===== config.mk =====
export PLATFORM = sky130hd
export DESIGN_NAME = freecell_move_decoder_flat
export DESIGN_NICKNAME = d
export VERILOG_FILES = /design/src/rtl/freecell_move_decoder_pkg.sv /design/src/rtl/freecell_move_decoder_if.sv /design/src/rtl/freecell_char_decode.sv /design/src/rtl/freecell_move_decoder.sv /design/src/flat_wrapper.sv
export SDC_FILE = /design/constraint.sdc
export NUM_CORES = 1
export LEC_CHECK = 0
export BUFFER_PORTS_ARGS = -buffer_cell sky130_fd_sc_hd__buf_4
export CAP_MARGIN = 25
export CORE_ASPECT_RATIO = 1.75
export CORE_MARGIN = 10
export CORE_UTILIZATION = 53
export DETAILED_ROUTE_END_ITERATION = 10
export GPL_ROUTABILITY_DRIVEN = 0
export GPL_TIMING_DRIVEN = 0
export PLACE_DENSITY = 0.78
export REMOVE_ABC_BUFFERS = 1
export SYNTH_ARGS = -nofsm -noshare
export SYNTH_HDL_FRONTEND = slang
export SYNTH_SLANG_ARGS = --single-unit

===== constraint.sdc =====
create_clock -name clock -period 3.2 [get_ports clock]
set_input_delay 0.48 -clock clock [delete_from_list [all_inputs] [get_ports clock]]
set_output_delay 0.48 -clock clock [all_outputs]
set_load 0.01 [all_outputs]

===== src/rtl/freecell_move_decoder_pkg.sv =====
// Shared notation for the FreeCell move decoder: location codes, the ASCII
// characters the decoder understands, the FSM state type and the per-character
// classification record produced by the character decoder.
package freecell_move_decoder_pkg;

    // Location codes understood by freecellPlayer
    localparam logic [3:0] LOC_TAB0  = 4'b0000;
    localparam logic [3:0] LOC_TAB1  = 4'b0001;
    localparam logic [3:0] LOC_TAB2  = 4'b0010;
    localparam logic [3:0] LOC_TAB3  = 4'b0011;
    localparam logic [3:0] LOC_TAB4  = 4'b0100;
    localparam logic [3:0] LOC_TAB5  = 4'b0101;
    localparam logic [3:0] LOC_TAB6  = 4'b0110;
    localparam logic [3:0] LOC_TAB7  = 4'b0111;
    localparam logic [3:0] LOC_FREE0 = 4'b1000;
    localparam logic [3:0] LOC_FREE1 = 4'b1001;
    localparam logic [3:0] LOC_FREE2 = 4'b1010;
    localparam logic [3:0] LOC_FREE3 = 4'b1011;
    localparam logic [3:0] LOC_HOME  = 4'b1100;
    localparam logic [3:0] LOC_NOP   = 4'b1111;

    // ASCII characters recognised by the decoder
    localparam logic [7:0] CH_SPACE = 8'h20;
    localparam logic [7:0] CH_CR    = 8'h0D;
    localparam logic [7:0] CH_LF    = 8'h0A;
    localparam logic [7:0] CH_TAB0  = 8'h31;  // '1'
    localparam logic [7:0] CH_TAB7  = 8'h38;  // '8'
    localparam logic [7:0] CH_FREE0 = 8'h61;  // 'a'
    localparam logic [7:0] CH_FREE3 = 8'h64;  // 'd'
    localparam logic [7:0] CH_HOME  = 8'h68;  // 'h'

    // Decoder FSM states
    typedef enum logic [1:0] {
        ST_IDLE     = 2'd0,
        ST_HAVE_SRC = 2'd1,
        ST_ISSUE    = 2'd2,
        ST_WON      = 2'd3
    } state_t;

    // Classification of one input character
    typedef struct packed {
        logic       is_ws;
        logic       ok_src;
        logic       ok_dst;
        logic [3:0] loc;
    } char_info_t;

endpackage


===== src/rtl/freecell_move_decoder_if.sv =====
// Character stream handshake into the move decoder: one ASCII byte is
// transferred on each clock edge where in_valid and in_ready are both high.
interface freecell_move_decoder_if;
    logic [7:0] in_char;
    logic       in_valid;
    logic       in_ready;

    // Character producer side
    modport master (
        output in_char,
        output in_valid,
        input  in_ready
    );

    // Decoder side
    modport slave (
        input  in_char,
        input  in_valid,
        output in_ready
    );
endinterface


===== src/rtl/freecell_char_decode.sv =====
// Purely combinational classifier: turns one ASCII character into whitespace /
// legal-source / legal-destination flags plus the matching location code.
// Tableau and free-cell characters may be either end of a move; home is only
// ever a destination.
module freecell_char_decode
    import freecell_move_decoder_pkg::*;
(
    input  logic [7:0] in_char,
    output logic       is_ws,
    output logic       ok_src,
    output logic       ok_dst,
    output logic [3:0] loc
);

    logic [7:0] tab_offset;
    logic [7:0] free_offset;
    char_info_t info;

    assign tab_offset  = in_char - CH_TAB0;
    assign free_offset = in_char - CH_FREE0;

    // Classify the character and derive its location code from its offset
    always_comb begin
        info     = '0;
        info.loc = LOC_NOP;
        if ((in_char == CH_SPACE) || (in_char == CH_CR) || (in_char == CH_LF)) begin
            info.is_ws = 1'b1;
        end else if ((in_char >= CH_TAB0) && (in_char <= CH_TAB7)) begin
            info.ok_src = 1'b1;
            info.ok_dst = 1'b1;
            info.loc    = {1'b0, tab_offset[2:0]};
        end else if ((in_char >= CH_FREE0) && (in_char <= CH_FREE3)) begin
            info.ok_src = 1'b1;
            info.ok_dst = 1'b1;
            info.loc    = {2'b10, free_offset[1:0]};
        end else if (in_char == CH_HOME) begin
            info.ok_dst = 1'b1;
            info.loc    = LOC_HOME;
        end
    end

    assign is_ws  = info.is_ws;
    assign ok_src = info.ok_src;
    assign ok_dst = info.ok_dst;
    assign loc    = info.loc;

endmodule


===== src/rtl/freecell_move_decoder.sv =====
// Command stage in front of freecellPlayer. Parses a stream of two-character
// moves "<src><dst>" and presents each complete move on source/dest for
// exactly one clock, with NOP on every other cycle. Counts issued moves
// (saturating) and freezes input once the player reports a win.
module freecell_move_decoder
    import freecell_move_decoder_pkg::*;
#(
    parameter int         MOVE_COUNT_BITS = 10,
    parameter logic [3:0] NOP_CODE        = 4'b1111
) (
    input  logic                       clock,
    input  logic                       reset,
    freecell_move_decoder_if.slave     char_if,
    input  logic                       win,
    output logic [3:0]                 source,
    output logic [3:0]                 dest,
    output logic                       move_strobe,
    output logic                       bad_char,
    output logic                       done,
    output logic [MOVE_COUNT_BITS-1:0] move_count
);

    localparam logic [MOVE_COUNT_BITS-1:0] COUNT_MAX = {MOVE_COUNT_BITS{1'b1}};
    localparam logic [MOVE_COUNT_BITS-1:0] COUNT_ONE = {{(MOVE_COUNT_BITS-1){1'b0}}, 1'b1};

    logic       is_ws;
    logic       ok_src;
    logic       ok_dst;
    logic [3:0] loc;
    logic       accept;

    state_t                     state_q,  state_d;
    logic [3:0]                 src_q,    src_d;
    logic [3:0]                 source_q, source_d;
    logic [3:0]                 dest_q,   dest_d;
    logic                       strobe_q, strobe_d;
    logic                       bad_q,    bad_d;
    logic                       done_q,   done_d;
    logic                       ready_q,  ready_d;
    logic [MOVE_COUNT_BITS-1:0] count_q,  count_d;

    freecell_char_decode u_char_decode (
        .in_char (char_if.in_char),
        .is_ws   (is_ws),
        .ok_src  (ok_src),
        .ok_dst  (ok_dst),
        .loc     (loc)
    );

    // in_ready is itself a flop, so a transfer only depends on registered state
    assign accept = char_if.in_valid & ready_q;

    // Next-state logic: parse the accepted character and form all next outputs
    always_comb begin
        state_d  = state_q;
        src_d    = src_q;
        source_d = NOP_CODE;
        dest_d   = NOP_CODE;
        strobe_d = 1'b0;
        bad_d    = 1'b0;
        count_d  = count_q;

        case (state_q)
            ST_IDLE: begin
                if (win) begin
                    state_d = ST_WON;
                end else if (accept && !is_ws) begin
                    if (ok_src) begin
                        src_d   = loc;
                        state_d = ST_HAVE_SRC;
                    end else begin
                        bad_d = 1'b1;
                    end
                end
            end
            ST_HAVE_SRC: begin
                if (win) begin
                    src_d   = '0;
                    state_d = ST_WON;
                end else if (accept && !is_ws) begin
                    if (ok_dst) begin
                        source_d = src_q;
                        dest_d   = loc;
                        strobe_d = 1'b1;
                        count_d  = (count_q == COUNT_MAX) ? count_q : count_q + COUNT_ONE;
                        state_d  = ST_ISSUE;
                    end else begin
                        bad_d   = 1'b1;
                        src_d   = '0;
                        state_d = ST_IDLE;
                    end
                end
            end
            ST_ISSUE: begin
                src_d   = '0;
                state_d = win ? ST_WON : ST_IDLE;
            end
            ST_WON: begin
                state_d = ST_WON;
            end
            default: begin
                state_d = ST_IDLE;
            end
        endcase

        done_d  = (state_d == ST_WON);
        ready_d = (state_d == ST_IDLE) || (state_d == ST_HAVE_SRC);
    end

    // State, output and counter registers with synchronous reset
    always_ff @(posedge clock) begin
        if (reset) begin
            state_q  <= ST_IDLE;
            src_q    <= '0;
            source_q <= NOP_CODE;
            dest_q   <= NOP_CODE;
            strobe_q <= 1'b0;
            bad_q    <= 1'b0;
            done_q   <= 1'b0;
            ready_q  <= 1'b1;
            count_q  <= '0;
        end else begin
            state_q  <= state_d;
            src_q    <= src_d;
            source_q <= source_d;
            dest_q   <= dest_d;
            strobe_q <= strobe_d;
            bad_q    <= bad_d;
            done_q   <= done_d;
            ready_q  <= ready_d;
            count_q  <= count_d;
        end
    end

    assign char_if.in_ready = ready_q;
    assign source           = source_q;
    assign dest             = dest_q;
    assign move_strobe      = strobe_q;
    assign bad_char         = bad_q;
    assign done             = done_q;
    assign move_count       = count_q;

endmodule

===== src/flat_wrapper.sv =====
// flat-port wrapper written by rule: the top's interface ports become plain ports
module freecell_move_decoder_flat import freecell_move_decoder_pkg::*;
#(
    parameter int         MOVE_COUNT_BITS = 10,
    parameter logic [3:0] NOP_CODE        = 4'b1111
)
  (clock, reset, win, source, dest, move_strobe, bad_char, done, move_count, char_if_in_char, char_if_in_valid, char_if_in_ready);
  freecell_move_decoder_if char_if_i ();
  input  logic clock;
  input  logic reset;
  input  logic win;
  output logic [3:0] source;
  output logic [3:0] dest;
  output logic move_strobe;
  output logic bad_char;
  output logic done;
  output logic [MOVE_COUNT_BITS-1:0] move_count;
  input wire logic [$bits(char_if_i.in_char)-1:0] char_if_in_char;
  input wire logic [$bits(char_if_i.in_valid)-1:0] char_if_in_valid;
  output wire logic [$bits(char_if_i.in_ready)-1:0] char_if_in_ready;
  assign char_if_i.in_char = char_if_in_char;
  assign char_if_i.in_valid = char_if_in_valid;
  assign char_if_in_ready = char_if_i.in_ready;
  freecell_move_decoder #(.MOVE_COUNT_BITS(MOVE_COUNT_BITS), .NOP_CODE(NOP_CODE)) u_core (.clock(clock), .reset(reset), .char_if(char_if_i), .win(win), .source(source), .dest(dest), .move_strobe(move_strobe), .bad_char(bad_char), .done(done), .move_count(move_count));
endmodule

==> results.toml <==
[run_status]
status = "finished clean"

[logic_synthesis]
synth_ff_type = "dfxtp_1"
synth_seq_cells = 28
synth_enable_flop_cells = 0
ys_seq_area_share_pct = 36.7
syn_inst = 165
syn_area_per_cell_um2 = 9.25
synth.distinct_cells = 39
synthArstFlopShare_pct = 0
yosysWarnings = 0
syn_area_um2 = 1530

[floorplanning]
start_util_pct = 56.1
core-area_um2 = 2720
placementRows = 25
fp.dieH_um = 91.0
io_pins = 34
fp.dieW_um = 60.6
fp.dieArea_um2 = 5510

[sta]
period_share_pct = 79.7
relSlewSlack_pct = 56.7
drv_slew = 0
setup_violations = 0
worst_pin_slew_ps = 644
min_period_ps = 2550
clock_skew_ps = 3.30
hold_violations = 0
setup-tns-final_ps = 0
fmax_mhz = 392
rsz0062_at_grt = "false"

[drt]
routed_wl_um = 3500
drtAntennaViolNets = 0
num_vias = 1302
wl_per_cell_um = 15.6
drc_errors = 0
drtIter0Drc = 27
via_per_inst = 5.79
firstDrtPassIters = 4

[global_route]
grt_max_degree = 28
grt_pass1_vias = 1405
grt_pass1_wl_um = 5980
antenna_found_initial = 0
gr-total-overflow = 0
grt.total_usage_pct = 13.1

[place]
portBuffers = 33
hpwlAfterDp_um = 2810
placed_area_um2 = 1790

[worst_setup_path]
crit_fanout = 9
startpoint_type = "input port"
path_class = "input port to flip-flop"
crit_path_end = "u_core.move_count[6]$_SDFFE_PP0P_"
worstRegToRegCells = 6
cp.arrival_ps = 2710
r2r_start = "u_core.move_count[0]$_SDFFE_PP0P_"
crit_start = "char_if_in_char[0]"
r2r-end = "u_core.move_count[6]$_SDFFE_PP0P_"
cp-end-kind = "flip-flop"
cp.required_ps = 3360
regToRegSetupSlack_ps = 1150

[clocking]
post_cts_buffers = 0
clk_path_buf_depth = 2
root_buffer = "clkbuf_8"
cts_tree = "done"
clk_pin_slew_ps = 100
cts-hold-fix-buffers = 0
h-tree-depth = 1
cts_sinks = 28
cts_made_buffers = 3
insertion_delay_ps = 270
cts_resized = 0

[cells_and_area]
layout_commonest_cell = "buf_4"
area_growth_pct = 21.6
drive_gt1_share_pct = 23.7
nFillCells = 227
mostFrequentLayoutCells = "33 x buf_4, 28 x dfxtp_1, 18 x nor2_1, 12 x a21oi_1, 10 x nand2_1"
antenna_cells = 0
post-route-util_pct = 68.2
fin_area_um2 = 1860
nets = 220

[run]
drv_cap = 0

[power]
p_per_area_nw_per_um2 = 540
power.leakage_nw = 0.773
vdd_drop_max_mv = 0.450

[worst_hold_path]
min_path_type = "input port to flip-flop"
[registers in the layout, indices dropped and copies added, names as in the netlist]
| register | cells |
|---|---|
| u_core.done | 1 |
| u_core.state_q | 2 |
| u_core.move_count | 10 |
| u_core.move_strobe | 1 |
| u_core.dest | 4 |
| u_core.bad_char | 1 |
| u_core.src_q | 4 |
| u_core.char_if.in_ready | 1 |
| u_core.source | 4 |
[synthesized netlist by cell type (2+ instances only)]
library cell | instances | area (um2)
a211o_1 | 2 | 17.5
a211oi_1 | 3 | 22.5
a21o_1 | 3 | 22.5
a21oi_1 | 12 | 60.1
a31o_2 | 2 | 17.5
and2b_1 | 2 | 15.0
clkbuf_1 | 3 | 11.3
dfxtp_1 | 28 | 561
ha_1 | 9 | 113
inv_1 | 5 | 18.8
mux2_1 | 6 | 67.6
mux2i_1 | 2 | 20.0
nand2_1 | 10 | 37.5
nand2b_1 | 9 | 56.3
nand3_1 | 4 | 20.0
nand4_1 | 5 | 31.3
nor2_1 | 18 | 67.6
nor2b_1 | 7 | 43.8
nor3_1 | 6 | 30.0
o21ai_0 | 6 | 30.0
or4_1 | 2 | 15.0
xnor2_1 | 4 | 35.0
[where the power goes]
group,internal (W),switching [W],total [W]
Sequential,0.000398,0.0000274,0.000425
Combinational,0.000137,0.000163,0.000300
Clock,0.000167,0.000110,0.000277
Total,0.000702,0.000300,0.00100
[metal layers]
layer  vias up  GRT usage [%]  share of wire [%]  wire length, um
li1        651              -                  -                -
met1       607           11.6                 37             1300
met2        42           26.3                 56             1970
met3         2           2.65                6.1              213
met4         0           3.86               0.69               24
met5         -              0                  0                0
[stage by stage]
step                      worst slack, ps  std cells  total power (W)  hold WS, ps
after floorplan                       730        161         0.000637          402
after global placement                412        221         0.000715          416
after detailed placement              327        221         0.000733          416
after CTS                             614        225          0.00101          429
after global routing                  452        225          0.00106          442
final                                 651        225          0.00100          430
[layout make-up]
type | instances | area [um2] | area share, %
clock buffers | 3 | 41.3 | 2.22
repair buffers | 33 | 248 | 13.3
clock inverters | 1 | 30.0 | 1.62
flip-flops and latches | 28 | 561 | 30.2
inverters | 5 | 18.8 | 1.01
multi-input cells | 128 | 925 | 49.8
well taps | 27 | 33.8 | 1.82
[worst max-delay path, stage by stage]
cell      delay [ps]
buf_4            100
inv_1             70
ha_1             220
and2b_1          220
a221oi_4         410
a211oi_4         140
nor4_4           550
nand3_1          180
mux2_1           340
[cells by family (layout without fill, tap and decap cells)]
logic type | Yosys count | after routing | synth area share [%]
and+or+nand+nor | 73 | 73 | 28.0
AOI/OAI and AO/OA | 33 | 33 | 16.5
DFF | 28 | 28 | 36.7
adders and majority gates | 9 | 9 | 7.38
muxes | 9 | 9 | 6.48
buffers and inverters | 9 | 42 | 2.70
xor gates and xnor gates | 4 | 4 | 2.29
[worst min path at each step]
stage	from	end	slack, ps	cells after the start
2_1_floorplan	u_core.src_q[0]$_SDFFE_PP0P_	u_core.source[0]$_SDFF_PP1_	400	1
3_3_place_gp	u_core.src_q[0]$_SDFFE_PP0P_	u_core.source[0]$_SDFF_PP1_	420	1
3_5_place_dp	u_core.src_q[0]$_SDFFE_PP0P_	u_core.source[0]$_SDFF_PP1_	420	1
4_1_cts	char_if_in_char[0]	u_core.dest[0]$_SDFF_PP1_	430	2
5_1_grt	char_if_in_char[0]	u_core.dest[0]$_SDFF_PP1_	440	2
6_report	char_if_in_char[0]	u_core.dest[0]$_SDFF_PP1_	430	2
(Power assumes the default switching activity.)
